$ cat src/rtl/udm_arb_pkg.sv
// udm_arb_pkg: shared encodings for the udm two-master bus arbiter.
//   gnt_e      : registered grant state (NONE / M0 / M1), also used for the
//                last-granted pointer.
//   PRIO_FIXED : m0 always wins a tie.
//   PRIO_RR    : a tie goes to the master that was not granted last.
package udm_arb_pkg;

  typedef enum logic [1:0] {
    GNT_NONE = 2'b00,
    GNT_M0   = 2'b01,
    GNT_M1   = 2'b10
  } gnt_e;

  localparam int PRIO_FIXED = 0;
  localparam int PRIO_RR    = 1;

endpackage : udm_arb_pkg

$ cat src/rtl/udm_arb_owner_fifo.sv
// udm_arb_owner_fifo: 1-bit wide owner FIFO recording which master issued
// each accepted read, so responses can be routed back in issue order.
//   clk_i, rst_i : clock, asynchronous active-high reset (clears contents)
//   push_i/din_i : append owner bit (0 = m0, 1 = m1)
//   pop_i        : drop the head entry
//   head_o       : owner of the oldest outstanding read
//   count_o      : number of entries, 0..DEPTH
//   full_o/empty_o
// The caller never pushes into a full FIFO without a simultaneous pop and
// never pops an empty one; the FIFO does not re-check this.
module udm_arb_owner_fifo #(
  parameter  int DEPTH = 4,
  localparam int CNT_W = $clog2(DEPTH + 1),
  localparam int PTR_W = (DEPTH > 1) ? $clog2(DEPTH) : 1
) (
  input  logic             clk_i,
  input  logic             rst_i,
  input  logic             push_i,
  input  logic             pop_i,
  input  logic             din_i,
  output logic             head_o,
  output logic [CNT_W-1:0] count_o,
  output logic             full_o,
  output logic             empty_o
);

  logic [DEPTH-1:0] mem_q;
  logic [PTR_W-1:0] wr_ptr_q;
  logic [PTR_W-1:0] rd_ptr_q;
  logic [CNT_W-1:0] count_q;

  // Pointers wrap modulo DEPTH, which need not be a power of two.
  function automatic logic [PTR_W-1:0] ptr_inc(input logic [PTR_W-1:0] p);
    return (p == PTR_W'(DEPTH - 1)) ? '0 : p + 1'b1;
  endfunction

  always_ff @(posedge clk_i or posedge rst_i) begin
    if (rst_i) begin
      mem_q    <= '0;
      wr_ptr_q <= '0;
      rd_ptr_q <= '0;
      count_q  <= '0;
    end else begin
      if (push_i) begin
        mem_q[wr_ptr_q] <= din_i;
        wr_ptr_q        <= ptr_inc(wr_ptr_q);
      end
      if (pop_i) begin
        rd_ptr_q <= ptr_inc(rd_ptr_q);
      end
      case ({push_i, pop_i})
        2'b10:   count_q <= count_q + 1'b1;
        2'b01:   count_q <= count_q - 1'b1;
        default: count_q <= count_q;
      endcase
    end
  end

  assign head_o  = mem_q[rd_ptr_q];
  assign count_o = count_q;
  assign full_o  = (count_q == CNT_W'(DEPTH));
  assign empty_o = (count_q == '0);

endmodule : udm_arb_owner_fifo

$ cat src/rtl/udm_bus_arb.sv
// udm_bus_arb: shares one split-transaction slave bus between the udm debug
// master (m0) and the core data port (m1).
//   m0_*/m1_*   : master request side (req/we/addr/be/wdata in,
//                 ack/resp/rdata out)
//   s_*         : slave side (req/we/addr/be/wdata out, ack/resp/rdata in)
//   err_o       : sticky, set when a response arrives with no read pending
// A grant is held from the IDLE decision until the slave acks the address
// phase. Accepted reads record their owner so the later response is routed
// back to the issuing master.
module udm_bus_arb
  import udm_arb_pkg::*;
#(
  parameter int PRIO_MODE = PRIO_FIXED,
  parameter int RD_DEPTH  = 4
) (
  input  logic        clk_i,
  input  logic        rst_i,
  input  logic        m0_req_i,
  input  logic        m0_we_i,
  input  logic [31:0] m0_addr_bi,
  input  logic [3:0]  m0_be_bi,
  input  logic [31:0] m0_wdata_bi,
  output logic        m0_ack_o,
  output logic        m0_resp_o,
  output logic [31:0] m0_rdata_bo,
  input  logic        m1_req_i,
  input  logic        m1_we_i,
  input  logic [31:0] m1_addr_bi,
  input  logic [3:0]  m1_be_bi,
  input  logic [31:0] m1_wdata_bi,
  output logic        m1_ack_o,
  output logic        m1_resp_o,
  output logic [31:0] m1_rdata_bo,
  output logic        s_req_o,
  output logic        s_we_o,
  output logic [31:0] s_addr_bo,
  output logic [3:0]  s_be_bo,
  output logic [31:0] s_wdata_bo,
  input  logic        s_ack_i,
  input  logic        s_resp_i,
  input  logic [31:0] s_rdata_bi,
  output logic        err_o
);

  localparam int CNT_W = $clog2(RD_DEPTH + 1);

  gnt_e             gnt_q, gnt_d;
  gnt_e             lp_q, lp_d;
  logic             err_q, err_d;
  gnt_e             pick;
  logic             rd_slot_free;
  logic             m0_elig, m1_elig;
  logic             fifo_push, fifo_pop, fifo_head, fifo_full, fifo_empty;
  logic [CNT_W-1:0] fifo_count;

  // The pre-pop count decides eligibility: a response in the same cycle
  // does not free a slot for this decision. Writes are never blocked.
  assign rd_slot_free = (fifo_count != CNT_W'(RD_DEPTH));
  assign m0_elig      = m0_req_i && (m0_we_i || rd_slot_free);
  assign m1_elig      = m1_req_i && (m1_we_i || rd_slot_free);

  always_comb begin
    pick = GNT_NONE;
    if (m0_elig && m1_elig) begin
      // In round-robin the master that did not win last time goes first.
      if (PRIO_MODE == PRIO_RR && lp_q == GNT_M0) pick = GNT_M1;
      else                                        pick = GNT_M0;
    end else if (m0_elig) begin
      pick = GNT_M0;
    end else if (m1_elig) begin
      pick = GNT_M1;
    end
  end

  always_comb begin
    gnt_d = gnt_q;
    lp_d  = lp_q;
    if (gnt_q == GNT_NONE) begin
      gnt_d = pick;
      if (pick != GNT_NONE) lp_d = pick;
    end else if (s_ack_i) begin
      // Always return to IDLE for one cycle after an address phase.
      gnt_d = GNT_NONE;
    end
  end

  assign err_d = err_q | (s_resp_i & fifo_empty);

  always_ff @(posedge clk_i or posedge rst_i) begin
    if (rst_i) begin
      gnt_q <= GNT_NONE;
      lp_q  <= GNT_M1;
      err_q <= 1'b0;
    end else begin
      gnt_q <= gnt_d;
      lp_q  <= lp_d;
      err_q <= err_d;
    end
  end

  // Address-phase mux: everything is zero while no master holds the grant.
  always_comb begin
    s_req_o    = 1'b0;
    s_we_o     = 1'b0;
    s_addr_bo  = '0;
    s_be_bo    = '0;
    s_wdata_bo = '0;
    m0_ack_o   = 1'b0;
    m1_ack_o   = 1'b0;
    case (gnt_q)
      GNT_M0: begin
        s_req_o    = m0_req_i;
        s_we_o     = m0_we_i;
        s_addr_bo  = m0_addr_bi;
        s_be_bo    = m0_be_bi;
        s_wdata_bo = m0_wdata_bi;
        m0_ack_o   = s_ack_i;
      end
      GNT_M1: begin
        s_req_o    = m1_req_i;
        s_we_o     = m1_we_i;
        s_addr_bo  = m1_addr_bi;
        s_be_bo    = m1_be_bi;
        s_wdata_bo = m1_wdata_bi;
        m1_ack_o   = s_ack_i;
      end
      default: ;
    endcase
  end

  assign fifo_pop  = s_resp_i & ~fifo_empty;
  assign fifo_push = s_req_o & s_ack_i & ~s_we_o & (~fifo_full | fifo_pop);

  udm_arb_owner_fifo #(
    .DEPTH (RD_DEPTH)
  ) u_owner_fifo (
    .clk_i   (clk_i),
    .rst_i   (rst_i),
    .push_i  (fifo_push),
    .pop_i   (fifo_pop),
    .din_i   (gnt_q == GNT_M1),
    .head_o  (fifo_head),
    .count_o (fifo_count),
    .full_o  (fifo_full),
    .empty_o (fifo_empty)
  );

  // Response routing: only the head owner sees resp and data.
  assign m0_resp_o   = fifo_pop & ~fifo_head;
  assign m1_resp_o   = fifo_pop & fifo_head;
  assign m0_rdata_bo = {32{m0_resp_o}} & s_rdata_bi;
  assign m1_rdata_bo = {32{m1_resp_o}} & s_rdata_bi;

  assign err_o = err_q;

endmodule : udm_bus_arb
$ cat config.mk
export PLATFORM = sky130hd
export DESIGN_NAME = udm_bus_arb
export DESIGN_NICKNAME = d
export VERILOG_FILES = /design/src/rtl/udm_arb_pkg.sv /design/src/rtl/udm_arb_owner_fifo.sv /design/src/rtl/udm_bus_arb.sv
export SDC_FILE = /design/constraint.sdc
export NUM_CORES = 1
export LEC_CHECK = 0
export ABC_AREA = 1
export BUFFER_PORTS_ARGS = -buffer_cell sky130_fd_sc_hd__buf_2
export CAP_MARGIN = 20
export CORE_AREA = 5 5 119 121
export DETAILED_ROUTE_END_ITERATION = 10
export DIE_AREA = 0 0 124 126
export SLEW_MARGIN = 25
export SYNTH_ARGS = -nofsm -noshare
export SYNTH_HDL_FRONTEND = slang
export SYNTH_SLANG_ARGS = --single-unit
$ cat constraint.sdc
create_clock -name clk_i -period 2.8 [get_ports clk_i]
set_input_delay 0.28 -clock clk_i [delete_from_list [all_inputs] [get_ports clk_i]]
set_output_delay 0.28 -clock clk_i [all_outputs]
set_load 0.005 [all_outputs]
==> results.json, run 1 <==
{
  "cp_slowest_cell": "buf_4",
  "antenna_found_initial": 7,
  "vias_per_cell": 4.11,
  "die_h_um": 126,
  "portBuffers": 314,
  "criticalPathCategory": "flip-flop to primary output",
  "synth-compound-area-share": 0.178,
  "startpoint_type": "flip-flop",
  "setup-violations-final": 0,
  "finalWorstSetupSlack_ns": 0.509,
  "period_minus_slack_ns": 2.29,
  "start_util": 0.180,
  "synth.top_cell.area_share": 0.267,
  "die_width_um": 124,
  "cts_setup_buffers": 0,
  "cts_max_level": 1,
  "drv_slew": 0,
  "post-place-ws_ns": 0.514,
  "ys_ff_latch": 14,
  "track_usage": 0.136,
  "required_ns": 2.52,
  "wl_per_cell_um": 13.4,
  "synth_area_per_cell_sq_um": 5.32,
  "clock_latency_ns": 0.25,
  "drive_above_1_share": 0.486,
  "syn-num-nets": 625,
  "gp_congestion": 0.855,
  "synth_top_family_by_area": "simple AND/OR/NAND/NOR gates",
  "async_reset_ff_frac": 1.00,
  "tns_ns": 0,
  "hold_buffers": 0,
  "synthCells": 439,
  "final_util": 0.317,
  "synth_flop_cell": "dfrtp_1",
  "irDropWorstVdd_mv": 0.441,
  "yosysWarnings": 0,
  "grt_max_degree": 69,
  "synth_simple_gate_area_frac": 0.453,
  "cts_buffers": 3,
  "crit_chain": "inv_1 -> ha_2 -> buf_4 -> nand2_1 -> a21oi_1 -> buf_2",
  "skew_ns": 0.00365,
  "fp.coreArea_sq_um": 13000,
  "cp.arrival_ns": 2.01,
  "grt_pass1_vias": 3322,
  "hold_violations": 0,
  "whs_ns": 0.0770,
  "powerDensity_nw_per_um2": 730,
  "wirelength_mm": 12.2,
  "num_vias": 3741,
  "cts_root_buf": "clkbuf_16",
  "synthTopCellsByArea": "nand2_1 (27%), a21oi_1 (15%), dfrtp_1 (15%)",
  "finalCritPeriodShare": 0.818,
  "synth_edf_count": 0,
  "synth_cell_types": 26,
  "synth_area_sq_um": 2340,
  "num_rows": 42,
  "worst_slew_pin_slew_ns": 0.669,
  "synth-xor-area-share": 0.00750,
  "post-dp-hpwl_mm": 10.5,
  "drt-pass1-iter-count": 4,
  "drc": 0,
  "hold_path_class": "primary input to asynchronous set/reset pin",
  "status": "complete, no violations",
  "netlist.top_cell.by_area": "nand2_1",
  "cts_tree": "done",
  "dieArea_sq_um": 15600,
  "slowest_delay_ns": 0.54,
  "cp_max_fo": 68,
  "cap_violations": 0,
  "drt-initial-drc-count": 116,
  "fmax_ghz": 0.437,
  "slew_headroom": 0.554,
  "grt_pass1_wl_mm": 16.9,
  "fin_nets": 921,
  "path_clk_slew_ns": 0.05,
  "drt.antenna.violating_nets": 0,
  "rsz0062_at_grt": "false",
  "area_delta_synth_final_pct": 76.2,
  "yosysSeqAreaShare": 0.150,
  "boundaryPins": 315,
  "synthAdderAreaFrac": 0.0568,
  "cts_sinks": 14,
  "power_leakage_nw": 2.50,
  "post_cts_resized": 0,
  "cts.path.max_buffers": 2,
  "muxShareOfSynthArea": 0,
  "overflow": 0,
  "end_kind": "primary output"
}
==> critical path: cells and delay by family, from the launching register on <==
kind | cells | cell delay (ns)
and+or+nand+nor | 1 | 0.12
AOI/OAI and AO/OA | 1 | 0.22
DFF | 1 | 0.39
buffers and inverters | 3 | 0.80
adders and majority gates | 1 | 0.21
==> kinds of logic after synthesis <==
| kind of cell | Yosys count |
|---|---|
| adders and majority gates | 10 |
| DFF | 14 |
| and+or+nand+nor | 252 |
| AOI/OAI and AO/OA | 80 |
| xor gates and xnor gates | 2 |
| buffers and inverters | 81 |
==> per-stage QoR <==
step	instance area, sq um	power (mW)	instances
final	4120	3.00	911
after global routing	4120	3.31	911
after global placement	4020	2.74	906
after CTS	4110	3.05	910
after floorplan	2340	1.78	439
after detailed placement	4020	2.74	906
==> path summary, 6_finish.rpt <==
| path | to | slack (ns) | start | cells after the start |
|---|---|---|---|---|
| min in group clk_i | err_o | 0.30 | s_resp_i | 2 |
| worst max register to register | u_owner_fifo.count_o[2] | 0.51 | gnt_q[0] | 12 |
| worst min register to register | err_o | 0.46 | err_o | 1 |
| worst max-delay path | s_wdata_bo[16] | 0.51 | gnt_q[1] | 6 |
| worst min-delay path | err_o | 0.08 | rst_i | 2 |
| max in group asynchronous | u_owner_fifo.rd_ptr_q[0] | 2.35 | rst_i | 2 |
==> layout by cell type, fill, tap and decap left out, types with 2 or more instances in the layout <==
cell type / netlist / routed
buf_2: 10 / 314
nand2_1: 166 / 166
a21oi_1: 70 / 70
inv_1: 51 / 51
nor2_1: 45 / 45
nor2_2: 21 / 21
dfrtp_1: 14 / 14
nand3_1: 9 / 9
ha_1: 9 / 7
o21ai_0: 6 / 6
buf_4: 0 / 5
nand4_1: 4 / 4
or2_2: 3 / 3
clkbuf_16: 0 / 3
ha_2: 0 / 2
==> layer usage <==
| layer | GRT usage | vias up | wire [um] |
|---|---|---|---|
| met5 | 0 | - | 48 |
| met1 | 0.143 | 1572 | 4340 |
| met3 | 0.0444 | 16 | 1540 |
| li1 | - | 1938 | - |
| met2 | 0.264 | 207 | 6210 |
| met4 | 0.0174 | 8 | 100 |
==> power breakdown <==
group | internal (mW) | switching [mW] | total, mW
sequential | 0.281 | 0.0680 | 0.349
combinational | 0.895 | 1.46 | 2.35
clock | 0.217 | 0.0864 | 0.303
total | 1.39 | 1.61 | 3.00
==> registers in the layout (all words and copies together) (netlist names) <==
signal / flops
u_owner_fifo.mem_q: 4
u_owner_fifo.count_o: 3
gnt_q: 2
u_owner_fifo.rd_ptr_q: 2
u_owner_fifo.wr_ptr_q: 2
err_o: 1
==> area by class of cell <==
cell class                      instances  area, sq um
Multi-Input combinational cell        344         1630
Sequential cell                        14          350
Clock buffer                            4         88.8
Antenna cell                            1         2.50
Timing Repair Buffer                  320         1630
Inverter                               52          195
Fill cell                            1509         8860
Tap cell                              176          220
==> synthesized netlist by cell type (3+ instances only) <==
cell and n:
buf_6 6, ha_1 9, a21oi_1 70, or2_2 3, nand2_1 166, nor2_1 45, nand3_1 9, clkbuf_1 13
o21ai_0 6, nand4_1 4, dfrtp_1 14, inv_1 51, buf_2 10, nor2_2 21
Power figures use the tool's default switching activity.
==> run 2: changes to the inputs <==
- ABC_AREA: 1 -> 0
- CORE_AREA: 5 5 119 121 -> 5 5 118 120
- DIE_AREA: 0 0 124 126 -> 0 0 123 125
- clock period: 2.8 -> 2.38 ns (I/O delays scaled with it)
==> results.json, run 2 <==
{
  "dieArea_sq_um": 15400,
  "hold_violations": 0,
  "clock_latency_ns": 0.25,
  "cp_slowest_cell": "dfrtp_1",
  "post_cts_resized": 0,
  "num_vias": 3515,
  "synth_commonest_cells": "nor2b_1 (69), a22oi_1 (68), and3_1 (64)",
  "async_reset_ff_frac": 1.00,
  "irDropWorstVdd_mv": 0.435,
  "ys_ff_latch": 14,
  "cts.path.max_buffers": 2,
  "slowest_delay_ns": 0.38,
  "skew_ns": 0.00574,
  "start_util": 0.192,
  "wirelength_mm": 12.6,
  "yosysMostFrequentCell": "nor2b_1",
  "period_minus_slack_ns": 2.15,
  "num_rows": 42,
  "vias_per_cell": 4.47,
  "cts_max_level": 1,
  "drt-initial-drc-count": 190,
  "boundaryPins": 315,
  "die_width_um": 123,
  "power.switching_mw": 1.76,
  "cp_max_fo": 6,
  "synth_edf_count": 0,
  "drc": 0,
  "synth_cell_types": 37,
  "portBuffers": 314,
  "crit_top_cell": "inv_1",
  "regMostFlops": "u_owner_fifo.mem_q",
  "cts_sinks": 14,
  "intPower_mw": 2.02,
  "yosysSeqAreaShare": 0.142,
  "hold_path_class": "primary input to asynchronous set/reset pin",
  "hold_buffers": 0,
  "finalCritPeriodShare": 0.901,
  "drive_above_1_share": 0.564,
  "grt_pass1_wl_mm": 18.1,
  "fp.coreArea_sq_um": 12900,
  "synth_area_per_cell_sq_um": 7.73,
  "power.share.clock": 0.094,
  "criticalPathCategory": "flip-flop to flip-flop",
  "cp.arrival_ns": 2.27,
  "track_usage": 0.147,
  "powerDensity_nw_per_um2": 891,
  "drt.antenna.violating_nets": 0,
  "wl_per_cell_um": 16.1,
  "stdcell_count": 786,
  "status": "complete, no violations",
  "startpoint_type": "flip-flop",
  "cap_violations": 0,
  "cts_root_buf": "clkbuf_16",
  "rsz0062_at_grt": "false",
  "dp_cells": 782,
  "cts_tree": "done",
  "end_kind": "flip-flop",
  "overflow": 0,
  "power_leakage_nw": 2.54,
  "grt_pass1_vias": 3488,
  "post-dp-hpwl_mm": 10.3,
  "synthTopCellsByArea": "a22oi_1 (21%), nor2b_1 (17%), and3_1 (16%)",
  "gp_congestion": 0.818,
  "power_frac_seq": 0.121,
  "synth.top_cell.area_share": 0.206,
  "setup-violations-final": 0,
  "netlist.top_cell.by_area": "a22oi_1",
  "cts_buffers": 3,
  "tns_ns": 0,
  "grt_max_degree": 75,
  "crit_chain": "inv_1 -> ha_2 -> a22o_4 -> nor4_4 -> inv_1 -> ha_1 -> inv_1 -> fa_1 -> xor2_1 -> nor2_1 -> xnor2_1",
  "area_delta_synth_final_pct": 71.8,
  "comb_power_share": 0.785,
  "antenna_found_initial": 0,
  "antenna_cells": 0,
  "swShare": 0.465,
  "final_cell_mix": "buf_2 (314), nor2b_1 (69), a22oi_1 (68), and3_1 (64), dfrtp_1 (14)",
  "yosysWarnings": 0,
  "fmax_ghz": 0.466,
  "fin_nets": 797,
  "largest_reg_flops": 4,
  "mostFrequentLayoutCell": "buf_2",
  "worst_slew_pin_slew_ns": 0.594,
  "synth_flop_cell": "dfrtp_1",
  "cts_setup_buffers": 0,
  "drt-pass1-iter-count": 5,
  "synthCells": 320,
  "whs_ns": 0.0334,
  "drv_slew": 0,
  "slew_headroom": 0.604,
  "path_clk_slew_ns": 0.05,
  "n_fill_cell": 1387,
  "report.power.total_mw": 3.79,
  "required_ns": 2.51,
  "synth_area_sq_um": 2470,
  "syn-num-nets": 506,
  "die_h_um": 125
}
-- run 2: cell types whose count changed after synthesis, sizes merged, moves of 9 or more --
cell | before | now
nand2 | 167 | 1
a21oi | 71 | 0
a22oi | 0 | 69
nor2b | 0 | 69
and3 | 0 | 64
nor2 | 67 | 5
inv | 51 | 11
mux2 | 0 | 9
-- run 2: routing by layer --
layer  GRT usage  share of wire  vias up
met5           0              0        -
met4      0.0430          0.014        0
met3      0.0343           0.11        7
met2       0.280           0.50      194
met1       0.158           0.38     1570
li1            -              -     1744
-- run 2: cells by family (layout without fill, tap and decap cells) --
kind of cell | Yosys count | in the layout | share of synthesized area
buffers and inverters | 49 | 339 | 0.0926
AO/OA/AOI/OAI | 73 | 73 | 0.229
XOR/XNOR | 3 | 3 | 0.0106
adder cells (fa/ha/maj) | 10 | 10 | 0.0536
multiplexers | 14 | 14 | 0.0658
flip-flops | 14 | 14 | 0.142
AND/OR/NAND/NOR | 157 | 157 | 0.407
-- run 2: final cells by class --
| type | instances | area (sq um) | area share |
|---|---|---|---|
| Tap cell | 176 | 220 | 0.0518 |
| Sequential cell | 14 | 350 | 0.0824 |
| Multi-Input combinational cell | 257 | 1900 | 0.448 |
| Clock buffer | 4 | 88.8 | 0.0209 |
| Timing Repair Buffer | 324 | 1650 | 0.388 |
| Inverter | 11 | 41.3 | 0.00972 |
-- run 2: worst paths after layout --
check	from	cells past startpoint	end	slack [ns]
hold reg to reg	err_o	1	err_o	0.45
min in group clk_i	m1_req_i	2	gnt_q[1]	0.29
setup reg to reg	gnt_q[0]	11	u_owner_fifo.count_o[2]	0.23
setup / recovery	gnt_q[0]	11	u_owner_fifo.count_o[2]	0.23
max in group asynchronous	rst_i	2	gnt_q[1]	1.98
hold / removal	rst_i	2	u_owner_fifo.wr_ptr_q[0]	0.03
-- run 2: critical path, delay by kind of cell, from the launching register on --
kind | cells | cell delay, ns
adders and majority gates | 3 | 0.61
DFF | 1 | 0.38
AOI/OAI and AO/OA | 1 | 0.28
and+or+nand+nor | 2 | 0.28
xor gates and xnor gates | 2 | 0.27
buffers and inverters | 3 | 0.22
-- run 2: power groups by stage --
stage          Combinational (mW)  Sequential [mW]  Clock, mW
6_report                     2.97            0.459      0.356
5_1_grt                      3.31            0.473      0.373
4_1_cts                      3.03            0.459      0.362
3_5_place_dp                 3.01            0.463          0
3_3_place_gp                 3.03            0.458          0
2_1_floorplan                1.96            0.438          0
-- run 2: per-stage QoR --
stage	worst slack, ns	instance area, sq um	util
after floorplan	0.201	2470	-
after global placement	0.249	4160	0.323
after detailed placement	0.218	4160	0.323
after CTS	0.181	4250	0.330
after global routing	0.0483	4250	0.330
final	0.235	4250	0.330
==> run 3: changes to the inputs <==
- CELL_PAD_IN_SITES_DETAIL_PLACEMENT: unset -> 1
- CELL_PAD_IN_SITES_GLOBAL_PLACEMENT: unset -> 1
- CORE_AREA: 5 5 118 120 -> unset
- CORE_MARGIN: unset -> 5
- CORE_UTILIZATION: unset -> 20
- DIE_AREA: 0 0 123 125 -> unset
- PLACE_DENSITY_LB_ADDON: unset -> 0.1
==> results.json, run 3 (same netlist as run 2, synthesis figures left out) <==
{
  "crit_path_start": "gnt_q[0]",
  "final_cell_mix": "buf_2 (314), nor2b_1 (69), a22oi_1 (68), and3_1 (64), dfrtp_1 (14)",
  "setup-violations-final": 0,
  "post-dp-hpwl_mm": 11.6,
  "r2r-start": "gnt_q[0]",
  "vias_per_cell": 4.67,
  "cts_sinks": 14,
  "grt_pass1_vias": 3603,
  "regMostFlops": "u_owner_fifo.mem_q",
  "crit_chain": "buf_4 -> ha_4 -> a22oi_2 -> nor4_4 -> inv_1 -> ha_2 -> inv_1 -> fa_2 -> xor2_1 -> nor2_1 -> xnor2_1",
  "slowest_delay_ns": 0.40,
  "mostFrequentLayoutCell": "buf_2",
  "cts_root_buf": "clkbuf_16",
  "dp_cells": 770,
  "cp_max_fo": 5,
  "drv_slew": 0,
  "period_minus_slack_ns": 2.25,
  "fmax_ghz": 0.445,
  "antenna_cells": 0,
  "report.power.total_mw": 3.91,
  "cp_slowest_cell": "dfrtp_1",
  "cts.path.max_buffers": 2,
  "reg2reg_slack_ns": 0.13,
  "required_ns": 2.55,
  "drt-pass1-iter-count": 4,
  "crit_end": "u_owner_fifo.count_o[2]",
  "final_util": 0.354,
  "portBuffers": 314,
  "num_rows": 40,
  "worst-path-stages": 11,
  "antenna_found_initial": 0,
  "dieArea_sq_um": 14700,
  "hold_violations": 0,
  "path_clk_slew_ns": 0.05,
  "wl_per_cell_um": 18.5,
  "crit_top_cell": "inv_1",
  "drt-initial-drc-count": 207,
  "cts_buffers": 3,
  "start_util": 0.205,
  "overflow": 0,
  "crit_family": "adder cells",
  "powerDensity_nw_per_um2": 915,
  "area_delta_synth_final_pct": 72.7,
  "startpoint_type": "flip-flop",
  "stdcell_count": 778,
  "drt.antenna.violating_nets": 0,
  "grt_pass1_wl_mm": 20.7,
  "power_leakage_nw": 2.55,
  "num_vias": 3636,
  "track_usage": 0.174,
  "finalCritPeriodShare": 0.944,
  "cts_tree": "done",
  "drive_above_1_share": 0.566,
  "cts_max_level": 1,
  "n_fill_cell": 1566,
  "fp.coreArea_sq_um": 12100,
  "gp_congestion": 0.770,
  "criticalPathCategory": "flip-flop to flip-flop",
  "reg2reg_depth": 11,
  "boundaryPins": 315,
  "irDropWorstVdd_mv": 1.22,
  "die_width_um": 121,
  "wirelength_mm": 14.4,
  "slew_headroom": 0.624,
  "finalWorstSetupSlack_ns": 0.132,
  "end_kind": "flip-flop",
  "largest_reg_flops": 4,
  "drc": 0,
  "cp.arrival_ns": 2.41,
  "status": "complete, no violations",
  "skew_ns": 0.00136,
  "die_h_um": 121,
  "grt_max_degree": 75,
  "rsz0062_at_grt": "true",
  "post-place-ws_ns": 0.0234,
  "worst_slew_pin_slew_ns": 0.564,
  "cap_violations": 0,
  "whs_ns": 0.0351,
  "fin_nets": 797,
  "clock_latency_ns": 0.25,
  "hold_path_class": "primary input to asynchronous set/reset pin",
  "regToRegEndpoint": "u_owner_fifo.count_o[2]",
  "path_buf_inv": 3
}
[run 3: cell counts in the layout (fill, tap and decap cells not counted)]
Identical to the previous run, type by type.
[run 3: timing repair]
action                     in CTS  in global routing
hold buffers                    0                  0
gates resized for setup         1                  6
buffers inserted                0                  4
setup endpoints to repair      12                 10
pin swaps                       0                  5
[run 3: stage by stage]
step / cell area [sq um] / TNS (ns)
2_1_floorplan: 2470 / 0
3_3_place_gp: 4120 / 0
3_5_place_dp: 4120 / 0
4_1_cts: 4210 / -0.00476
5_1_grt: 4270 / -0.0461
6_report: 4270 / 0
[run 3: cell type report]
class / count / area [sq um] / area share
clock buffer: 4 / 88.8 / 0.0208
inverter: 11 / 41.3 / 0.00966
multi-input combinational: 257 / 1920 / 0.450
sequential: 14 / 350 / 0.0820
tap: 168 / 210 / 0.0492
timing repair buffer: 324 / 1660 / 0.388
[run 3: power breakdown]
| part | total [mW] | internal (mW) | switching [mW] |
|---|---|---|---|
| sequential | 0.464 | 0.341 | 0.123 |
| combinational | 3.08 | 1.47 | 1.61 |
| clock | 0.365 | 0.256 | 0.110 |
[run 3: metal layers]
layer  vias up  GRT usage  routed length, um  part of all wire
li1       1746          -                  -                 -
met1      1721      0.183               5050              0.35
met2       153      0.355               8130              0.57
met3        16     0.0378                983             0.068
met4         0     0.0245                191             0.013
met5         -          0                  0                 0
[run 3: worst min path at each step]
stage                from                  endpoint  slack (ns)  cells after the start
floorplan           rst_i                     err_o        0.13                      1
global placement    rst_i  u_owner_fifo.wr_ptr_q[0]        0.31                      2
global route        rst_i     u_owner_fifo.mem_q[2]        0.09                      2
CTS                 rst_i  u_owner_fifo.wr_ptr_q[1]        0.07                      2
detailed placement  rst_i  u_owner_fifo.wr_ptr_q[0]        0.33                      2
finish              rst_i     u_owner_fifo.mem_q[2]        0.04                      2
